File: src/rtl/mux6_arb_pkg.sv
// Shared definitions for the six-port bus arbiter: port count, pointer width,
// beat counter width, FSM state encoding and the round-robin pointer advance.
// No logic of its own; imported by rr_pick6 and mux6_bus_arbiter.
package mux6_arb_pkg;

   localparam int NPORT = 6;
   localparam int PTR_W = 3;
   localparam int CNT_W = 4;

   typedef enum logic [1:0] {
      ST_IDLE  = 2'd0,
      ST_GRANT = 2'd1,
      ST_GAP   = 2'd2
   } state_t;

   // Pointer advance past the last winner, wrapping 5 -> 0 so the pointer
   // never leaves the legal 0..5 range.
   function automatic logic [PTR_W-1:0] next_ptr(input logic [PTR_W-1:0] w);
      if (w == PTR_W'(NPORT - 1)) begin
         return '0;
      end
      return w + 1'b1;
   endfunction

endpackage

File: src/rtl/mux6_bus_arbiter_rr_pick6.sv
// Six-way winner picker: first set request scanning upward from a start port.
// Latency: purely combinational, no state.
// Backpressure: none; the caller decides when the pick is used.
//   req    in  6  request vector
//   ptr    in  3  round-robin start port (0..5), ignored when mode=1
//   mode   in  1  0 = start scan at ptr, 1 = fixed priority (start at port 0)
//   onehot out 6  one-hot winner, all zero when req is zero
//   idx    out 3  binary index of the winner, zero when req is zero
module rr_pick6
   import mux6_arb_pkg::*;
(
   input  logic [NPORT-1:0] req,
   input  logic [PTR_W-1:0] ptr,
   input  logic             mode,
   output logic [NPORT-1:0] onehot,
   output logic [PTR_W-1:0] idx
);

   // One extra bit so start + offset (max 5 + 5) does not overflow before the wrap.
   logic [PTR_W:0] start;
   logic [PTR_W:0] cand;
   logic           found;

   always_comb begin
      onehot = '0;
      idx    = '0;
      found  = 1'b0;
      cand   = '0;
      start  = mode ? '0 : {1'b0, ptr};
      for (int i = 0; i < NPORT; i++) begin
         cand = start + (PTR_W+1)'(i);
         if (cand >= (PTR_W+1)'(NPORT)) begin
            cand = cand - (PTR_W+1)'(NPORT);
         end
         if (!found && req[cand[PTR_W-1:0]]) begin
            found                   = 1'b1;
            onehot[cand[PTR_W-1:0]] = 1'b1;
            idx                     = cand[PTR_W-1:0];
         end
      end
   end

endmodule

File: src/rtl/mux6_bus_arbiter.sv
// Shares one DW-bit bus among six requesters with req/gnt handshake, burst grants
// and a one-cycle turnaround gap. Latency: req in cycle N -> gnt in cycle N+1.
// Backpressure: out_ready low holds the grant and beat count; source holds its data.
//   clk       in  1        rising-edge clock
//   rst_n     in  1        asynchronous active-low reset, synchronous release
//   req       in  6        per-port request, held while the port has beats
//   last      in  6        per-port end-of-burst marker, only the winner's counts
//   din       in  6*DW     packed source data, port k at din[k*DW +: DW]
//   gnt       out 6        registered one-hot grant
//   out_data  out DW       din of the granted port, zero when nothing granted
//   out_valid out 1        granted port is still requesting: beat on the bus
//   out_ready in  1        downstream accepts the beat when out_valid is high
//   busy      out 1        registered, high while granting and during the gap
// BURST must lie in 1..15 (4-bit beat counter); PRIO_MODE 0 = round-robin,
// 1 = fixed priority with port 0 highest.
module mux6_bus_arbiter
   import mux6_arb_pkg::*;
#(
   parameter int DW        = 4,
   parameter int BURST     = 4,
   parameter int PRIO_MODE = 0
) (
   input  logic                clk,
   input  logic                rst_n,
   input  logic [NPORT-1:0]    req,
   input  logic [NPORT-1:0]    last,
   input  logic [NPORT*DW-1:0] din,
   output logic [NPORT-1:0]    gnt,
   output logic [DW-1:0]       out_data,
   output logic                out_valid,
   input  logic                out_ready,
   output logic                busy
);

   localparam logic FIXED = (PRIO_MODE != 0);

   state_t           state;
   state_t           state_d;
   logic [NPORT-1:0] gnt_d;
   logic             busy_d;
   logic [CNT_W-1:0] beat_cnt;
   logic [CNT_W-1:0] beat_cnt_d;
   logic [PTR_W-1:0] rr_ptr;
   logic [PTR_W-1:0] rr_ptr_d;
   // Binary index of the current winner, kept alongside the one-hot grant so the
   // pointer update does not need an encoder on the gnt register.
   logic [PTR_W-1:0] win_idx;
   logic [PTR_W-1:0] win_idx_d;

   logic [NPORT-1:0] pick_onehot;
   logic [PTR_W-1:0] pick_idx;

   logic             grant_req;
   logic             grant_last;
   logic             beat;
   logic             burst_full;
   logic             end_grant;

   // The picker only matters in IDLE; its result is ignored in other states,
   // which is what makes the arbiter non-preemptive.
   rr_pick6 u_pick (
      .req    (req),
      .ptr    (rr_ptr),
      .mode   (FIXED),
      .onehot (pick_onehot),
      .idx    (pick_idx)
   );

   // Winner-qualified views of the request and last vectors; last on any
   // other port is masked out here.
   assign grant_req  = |(gnt & req);
   assign grant_last = |(gnt & last);
   assign out_valid  = grant_req;
   assign beat       = out_valid & out_ready;
   assign burst_full = (beat_cnt == CNT_W'(BURST - 1));

   // AND-OR steer: zero when no grant, din of the winner otherwise. It follows
   // gnt, not req, so a source abandoning its burst still drives the bus that cycle.
   always_comb begin
      out_data = '0;
      for (int k = 0; k < NPORT; k++) begin
         out_data = out_data | (din[k*DW +: DW] & {DW{gnt[k]}});
      end
   end

   always_comb begin
      state_d    = state;
      gnt_d      = gnt;
      busy_d     = busy;
      beat_cnt_d = beat_cnt;
      rr_ptr_d   = rr_ptr;
      win_idx_d  = win_idx;
      end_grant  = 1'b0;

      case (state)
         ST_IDLE: begin
            if (|req) begin
               state_d    = ST_GRANT;
               gnt_d      = pick_onehot;
               win_idx_d  = pick_idx;
               beat_cnt_d = '0;
               busy_d     = 1'b1;
            end
         end

         ST_GRANT: begin
            // A dropped request abandons the burst; no beat is counted for it.
            // last and a full burst on the same beat give one end, not two.
            if (!grant_req) begin
               end_grant = 1'b1;
            end else if (beat) begin
               if (grant_last || burst_full) begin
                  end_grant = 1'b1;
               end else begin
                  beat_cnt_d = beat_cnt + 1'b1;
               end
            end

            if (end_grant) begin
               state_d    = ST_GAP;
               gnt_d      = '0;
               beat_cnt_d = '0;
               busy_d     = 1'b1;
               if (!FIXED) begin
                  rr_ptr_d = next_ptr(win_idx);
               end
            end
         end

         ST_GAP: begin
            // Single turnaround cycle: bus idle but still reported busy.
            state_d = ST_IDLE;
            busy_d  = 1'b0;
         end

         default: begin
            state_d = ST_IDLE;
            gnt_d   = '0;
            busy_d  = 1'b0;
         end
      endcase
   end

   always_ff @(posedge clk or negedge rst_n) begin
      if (!rst_n) begin
         state    <= ST_IDLE;
         gnt      <= '0;
         busy     <= 1'b0;
         beat_cnt <= '0;
         rr_ptr   <= '0;
         win_idx  <= '0;
      end else begin
         state    <= state_d;
         gnt      <= gnt_d;
         busy     <= busy_d;
         beat_cnt <= beat_cnt_d;
         rr_ptr   <= rr_ptr_d;
         win_idx  <= win_idx_d;
      end
   end

endmodule

File: config.mk
export PLATFORM = sky130hd
export DESIGN_NAME = mux6_bus_arbiter
export DESIGN_NICKNAME = d
export VERILOG_FILES = /design/src/rtl/mux6_arb_pkg.sv /design/src/rtl/mux6_bus_arbiter_rr_pick6.sv /design/src/rtl/mux6_bus_arbiter.sv
export SDC_FILE = /design/constraint.sdc
export NUM_CORES = 1
export LEC_CHECK = 0
export CORE_ASPECT_RATIO = 1.5
export CORE_MARGIN = 2
export CORE_UTILIZATION = 40
export CTS_CLUSTER_SIZE = 12
export DETAILED_ROUTE_END_ITERATION = 10
export PLACE_DENSITY = 0.67
export SKIP_CTS_REPAIR_TIMING = 1
export SLEW_MARGIN = 0
export SYNTH_ARGS = -nofsm -noshare
export SYNTH_HDL_FRONTEND = slang
export SYNTH_SLANG_ARGS = --single-unit
export TNS_END_PERCENT = 20
File: constraint.sdc
create_clock -name clk -period 3.6 [get_ports clk]
set_input_delay 0.72 -clock clk [delete_from_list [all_inputs] [get_ports clk]]
set_output_delay 0.72 -clock clk [all_outputs]
set_load 0.03 [all_outputs]
---- After elaboration in Yosys (flattened, before gate mapping) ----
Cells that the tools add are included.
cells by class
  add/sub/neg operators ................... 13
  magnitude comparators ................... 18
  equal/unequal tests ..................... 9
  mux-type cells .......................... 71
  bitwise gates (word level) .............. 20
  reductions and logical operators ........ 27
operator list
  kind                                                  number
  2-to-1 mux 6 bit                                      8
  2-to-1 mux 3 bit                                      14
  bitwise OR 6 bit                                      5
  2-to-1 mux 1 bit                                      26
  bitwise AND 4 bit                                     6
  < comparator 3 x 4 -> 1 bit (second input constant)   6
  >= comparator 4 x 3 -> 1 bit (second input constant)  5
  2-to-1 mux 4 bit                                      5
  bitwise OR 4 bit                                      5
  binary-select mux 1 bit (select 3 bit)                6
  demux 1 bit (select 3 bit)                            6
  >= comparator 3 x 1 -> 1 bit (second input constant)  6
  case mux 6 bit (3 select lines)                       1
  OR reduction 6 bit                                    3
  subtractor 3 bit (second input constant)              6
  bitwise AND 6 bit                                     2
  logical AND 1 bit                                     11
  inequality test 3 bit (second input constant)         3
  adder 3 x 2 -> 4 bit (second input constant)          2
  adder 3 x 3 -> 4 bit (second input constant)          2
  case mux 4 bit (2 select lines)                       1
  AND reduction 2 bit                                   3
  zero test 1 bit                                       5
  AND reduction 5 bit                                   1
  other kinds (18)                                      20
word-level totals
  register bits ........................... 19
  input port bits ......................... 39
  output and inout port bits .............. 12
  logic and storage cells ................. 164

---- Depth between registers and ports, before layout ----
  depth in word-level cells ............... 22
  gate-level depth with buffers ........... 13
  mapped depth without buffers ............ 9

---- Modules after synthesis ----
From an unflattened synthesis, not the netlist that was laid out.
unflattened totals
  cells, all modules ...................... 269
  area total of the unflattened synthesis .. 2235.9 um^2
modules (own cells, without submodules)
  module            times used  cells an instance  area an instance (um^2)  seq. area each (um^2)
  rr_pick6          1           172                1151.1                   0.0
  mux6_bus_arbiter  1           97                 1084.8                   475.5

---- Worst setup path after synthesis ----
No wires, ideal clock.
  kind .................................... register -> register
  start ................................... register rr_ptr[0]
  end ..................................... register gnt[0]
  library setup time ...................... 0.147 ns
  arrival time ............................ 2.836 ns
  required time ........................... 3.453 ns
  setup slack ............................. 0.617 ns
  stages on the path, launching flop included .. 13
  buffers on the path ..................... 3
  clock period less this slack ............ 2.983 ns
  path through ............................ dfrtp_1 -> buf_6 -> buf_4 -> inv_1 -> ha_1 -> clkbuf_1 -> nand3_1 -> mux2i_1 -> a32oi_1 -> and4_1 -> nor3b_2 -> a222oi_1 -> o221ai_1
on the way
  word-level cells in the longest chain between the ends .. 22
  elaborated cells between the ends (all ways) .. 93
  those cells by class .................... add/sub: 11; order compare: 18; mux: 43; bitwise: 5; reduce/logical: 16
ends and longest elaborated chain
  element                                                        RTL line                         RTL
  start, declared                                                mux6_bus_arbiter.sv:43           logic [PTR_W-1:0] rr_ptr;
  start signal, assigned                                         mux6_bus_arbiter.sv:157          rr_ptr <= rr_ptr_d;
  branches (longest 19 deep; another with adder 3 x 1 -> 4 bit)  -
  2-to-1 mux 6 bit (*)                                           mux6_bus_arbiter_rr_pick6.sv:35  if (!found && req[cand[PTR_W-1:0]]) begin
  2-to-1 mux 6 bit (*)                                           mux6_bus_arbiter.sv:97           if (|req) begin
  case mux 6 bit (3 select lines) (*)                            mux6_bus_arbiter.sv:95           case (state)
  end signal, assigned                                           mux6_bus_arbiter.sv:154          gnt <= gnt_d;
  end, declared                                                  mux6_bus_arbiter.sv:28           output logic [NPORT-1:0] gnt,
Every way passes the cells marked *. The select of a mux whose other input is x is not followed.
A chain may end at the register's enable or synchronous reset.

---- Final worst setup path ----
  start ................................... register rr_ptr[1]
  end ..................................... register win_idx[2]
on the way
  word-level cells in the longest chain between the ends .. 20
  elaborated cells between the ends (all ways) .. 56
  those cells by class .................... add/sub: 11; order compare: 6; mux: 29; reduce/logical: 10
ends and longest elaborated chain
  element                                                        RTL line                         RTL
  branches (longest 19 deep; another with adder 3 x 1 -> 4 bit)  -
  2-to-1 mux 3 bit (*)                                           mux6_bus_arbiter_rr_pick6.sv:35
  end signal, assigned                                           mux6_bus_arbiter.sv:158          win_idx <= win_idx_d;
  end, declared                                                  mux6_bus_arbiter.sv:47           logic [PTR_W-1:0] win_idx;
Marked as above.

==> parameters.txt <==
Parameter                              Value

Status
  Result of the run    finished, final reports clean

Timing
  Skew final    0.005472 ns
  Post-route setup slack    0.4797 ns
  Worst hold slack    between 0.5 and 0.6 ns
  Tightest Pin Transition    a little under 0.9 ns
  Highest Clock Rate    320.5 MHz
  Crit path time final    3.120 ns
  Count of final setup violators    0
  Setup repair after global routing missed its margin    false
  Hold violation count in the final report    0
  Total count of max-transition violations in the final report    0
  Share of the clock period used by the worst path after layout    between 80% and 90%
  Max_slew headroom    a little over two fifths
  Sum Neg Setup Slack    0 ns

Yosys
  Synth Net Count    300
  Top-area cell type share of the netlist area    between 20% and 30%
  Post-synth EDFFs    0
  Number of synthesized register bits    19
  Unique masters post-synth    65
  Post-synth top area cell    sky130_fd_sc_hd__dfrtp_1
  Top FF cell, synth    sky130_fd_sc_hd__dfrtp_1
  Cell types with the largest area share after synthesis    sky130_fd_sc_hd__dfrtp_1 (22%), sky130_fd_sc_hd__a22oi_1 (6.0%), sky130_fd_sc_hd__ha_1 (5.9%), sky130_fd_sc_hd__nand2_1 (5.0%), sky130_fd_sc_hd__nor2_1 (4.1%)
  Count of warnings emitted by yosys    0
  Mean area per synthesized cell    8.449 µm²
  Fraction of synthesis flops using an asynchronous set or reset pin    100.0%
  Post-synthesis sequential area ratio    22.42%
  Gate count after technology mapping    251
  Combined area of all synthesized cells    2121 µm²

Setup path
  Startpoint kind of the worst setup timing path    flip-flop
  Critical path data required time    around 3.8 ns
  R2R setup slack    0.48 ns
  Critical Path Start    rr_ptr[1]
  Class of the most critical setup path    reg -> reg
  Critical R2R Capture    win_idx[2]
  Reg2reg start    rr_ptr[1]
  Logic depth of the worst register-to-register path    9
  Data arrival at the endpoint of the critical path    3.27 ns
  Kind of end point of the critical path    flip-flop
  Peak fanout along the critical path    7

Drt
  Detailed-route wire length on metal 1    about 2.5 mm
  Initial DRC Count    104
  Final routed DRC violation total    0
  Number of iterations in the first detailed-routing pass    4
  Amount of wire on met2 after detailed routing    3.247 mm
  Post-detailed-routing wire length    approximately 6.4 mm
  Residual antenna-violating net count after detailed routing    0
  Met3 Routed Length    375 µm
  Via density    5.984
  Highest layer used for signal routing    met4
  Vias post-DR    2208
  Routed length per placed instance    between 15 and 20 µm

Die
  Die boundary height    93.18 µm
  Die W    63.45 µm
  Total die area    5912 µm²
  Site row count    32
  Initial Util    41.38%
  Placeable Area    slightly above 5000 µm²
  Count of pins on the block boundary    51

CTS
  CTS HTree Levels    1
  Clock tree sinks    19
  Maximum number of buffers from clock root to sink    2
  Clk_lat worst skew    0.25 ns
  Register clock-pin slew on the reported worst setup and hold paths    0.07 ns
  Clock buffer count from CTS    3
  Clock Root Buffer    sky130_fd_sc_hd__clkbuf_8
  CTS tree    yes

Flow run
  Maximum capacitance violations    0

Worst hold path
  Startpoint of the most critical hold path    busy
  Hold Path Class    reg -> reg
  Cell count of the worst hold path    2
  Worst hold endpoint    busy

GRT
  Initial antenna violation count    0
  Wire length of the first global-routing pass    10.42 mm
  Maximum number of pins on one net before global-route repair    20
  Global route total overflow    0
  Number of global-route vias before repair    2160
  GRT Overall Usage    22.08%

Finish
  Number of diodes added for antenna fixing    0
  Final cell utilization of the core    53.32%
  Layout cell share with drive strength beyond 1    10.96%
  Final net count    between 300 and 400
  Area growth, synth to finish    28.85%

Placement
  Buffers added on ports    50
  Placement-stage worst setup slack    0.3976 ns
  Dpl hpwl    ~5 mm
  Placer Congestion    a little over 0.9

Power and ir drop
  VDD IR-drop max    0.0007698 V
  Leakage power    1.106 nW
  Design Power    2.747 mW
  Total power density per cell area    about 1000 nW/µm²
## critical path, stage by stage (launching register included)
cell                      delay (ns)
sky130_fd_sc_hd__dfrtp_1        0.50
sky130_fd_sc_hd__inv_1          0.20
sky130_fd_sc_hd__ha_1           0.42
sky130_fd_sc_hd__mux2_2         0.35
sky130_fd_sc_hd__mux2i_1        0.16
sky130_fd_sc_hd__a21oi_1        0.39
sky130_fd_sc_hd__and4_1         0.31
sky130_fd_sc_hd__and4_1         0.34
sky130_fd_sc_hd__a21oi_1        0.13
sky130_fd_sc_hd__a22o_1         0.22
## how the worst max path moves through the flow
stage	end	slack, ns	cells past startpoint
2_1_floorplan	gnt[0]	0.62	12
4_1_cts	win_idx[2]	0.53	9
3_5_place_dp	gnt[0]	0.40	8
3_3_place_gp	gnt[2]	0.42	8
6_report	win_idx[2]	0.48	9
5_1_grt	gnt[0]	0.30	9
## flip-flops by register name, summed over array words and instances, names as in the netlist
| register | flops |
|---|---|
| win_idx | 3 |
| gnt | 6 |
| rr_ptr | 3 |
| beat_cnt | 4 |
| busy | 1 |
| state | 2 |
## placed cells by master, fill, tap and decap left out, types with 9 or more instances in the layout
master	n
sky130_fd_sc_hd__a22oi_1	17
sky130_fd_sc_hd__nand3_1	9
sky130_fd_sc_hd__clkdlybuf4s50_1	50
sky130_fd_sc_hd__a21oi_1	15
sky130_fd_sc_hd__dfrtp_1	19
sky130_fd_sc_hd__o21ai_0	9
sky130_fd_sc_hd__ha_1	10
sky130_fd_sc_hd__nand2_1	28
sky130_fd_sc_hd__inv_1	9
sky130_fd_sc_hd__nor2_1	23
## cell usage after synthesis (6+ instances only)
cell type / count
sky130_fd_sc_hd__mux2_2: 6
sky130_fd_sc_hd__a22oi_1: 17
sky130_fd_sc_hd__a21oi_1: 15
sky130_fd_sc_hd__nand3_1: 9
sky130_fd_sc_hd__o221ai_1: 8
sky130_fd_sc_hd__ha_1: 10
sky130_fd_sc_hd__mux2i_1: 8
sky130_fd_sc_hd__nand2_1: 28
sky130_fd_sc_hd__dfrtp_1: 19
sky130_fd_sc_hd__nor2_1: 23
sky130_fd_sc_hd__o21ai_0: 9
sky130_fd_sc_hd__inv_1: 9
## layer usage
metal,global-route usage [%],up-vias
met5,0,-
met4,12.14,0
met3,3.369,16
met2,40.09,85
met1,24.19,1039
li1,-,1068
## through the flow
stage               area [µm²]  instances
floorplan                 2121        251
global placement          2686        365
detailed placement        2686        365
CTS                       2733        369
global route              2733        369
finish                    2733        369
## power breakdown
part           switching, mW  total (mW)  internal (mW)
Combinational           1.33        2.21          0.879
Clock                 0.0697       0.147         0.0768
Sequential             0.109       0.389          0.281
## final cells by class
| class | count | area [µm²] |
|---|---|---|
| Clock buffer | 3 | 41.29 |
| Clock inverter | 1 | 5.005 |
| Fill cell | 526 | 2392 |
| Inverter | 9 | 33.78 |
| Multi-Input combinational cell | 213 | 1546 |
| Sequential cell | 19 | 475.5 |
| Tap cell | 68 | 85.08 |
| Timing Repair Buffer | 56 | 545.5 |
## cell families (layout without fill, tap and decap cells)
family                     count (synthesis)  in the layout  share of synthesized area, %
and+or+nand+nor                           91             91                         21.89
muxes                                     14             14                         6.962
DFF                                       19             19                         22.42
xor gates and xnor gates                   8              8                         4.544
buffers and inverters                     19             69                         4.660
AOI/OAI and AO/OA                         90             90                         33.63
adders and majority gates                 10             10                         5.900
No activity file was read; power rests on OpenSTA's default activity.
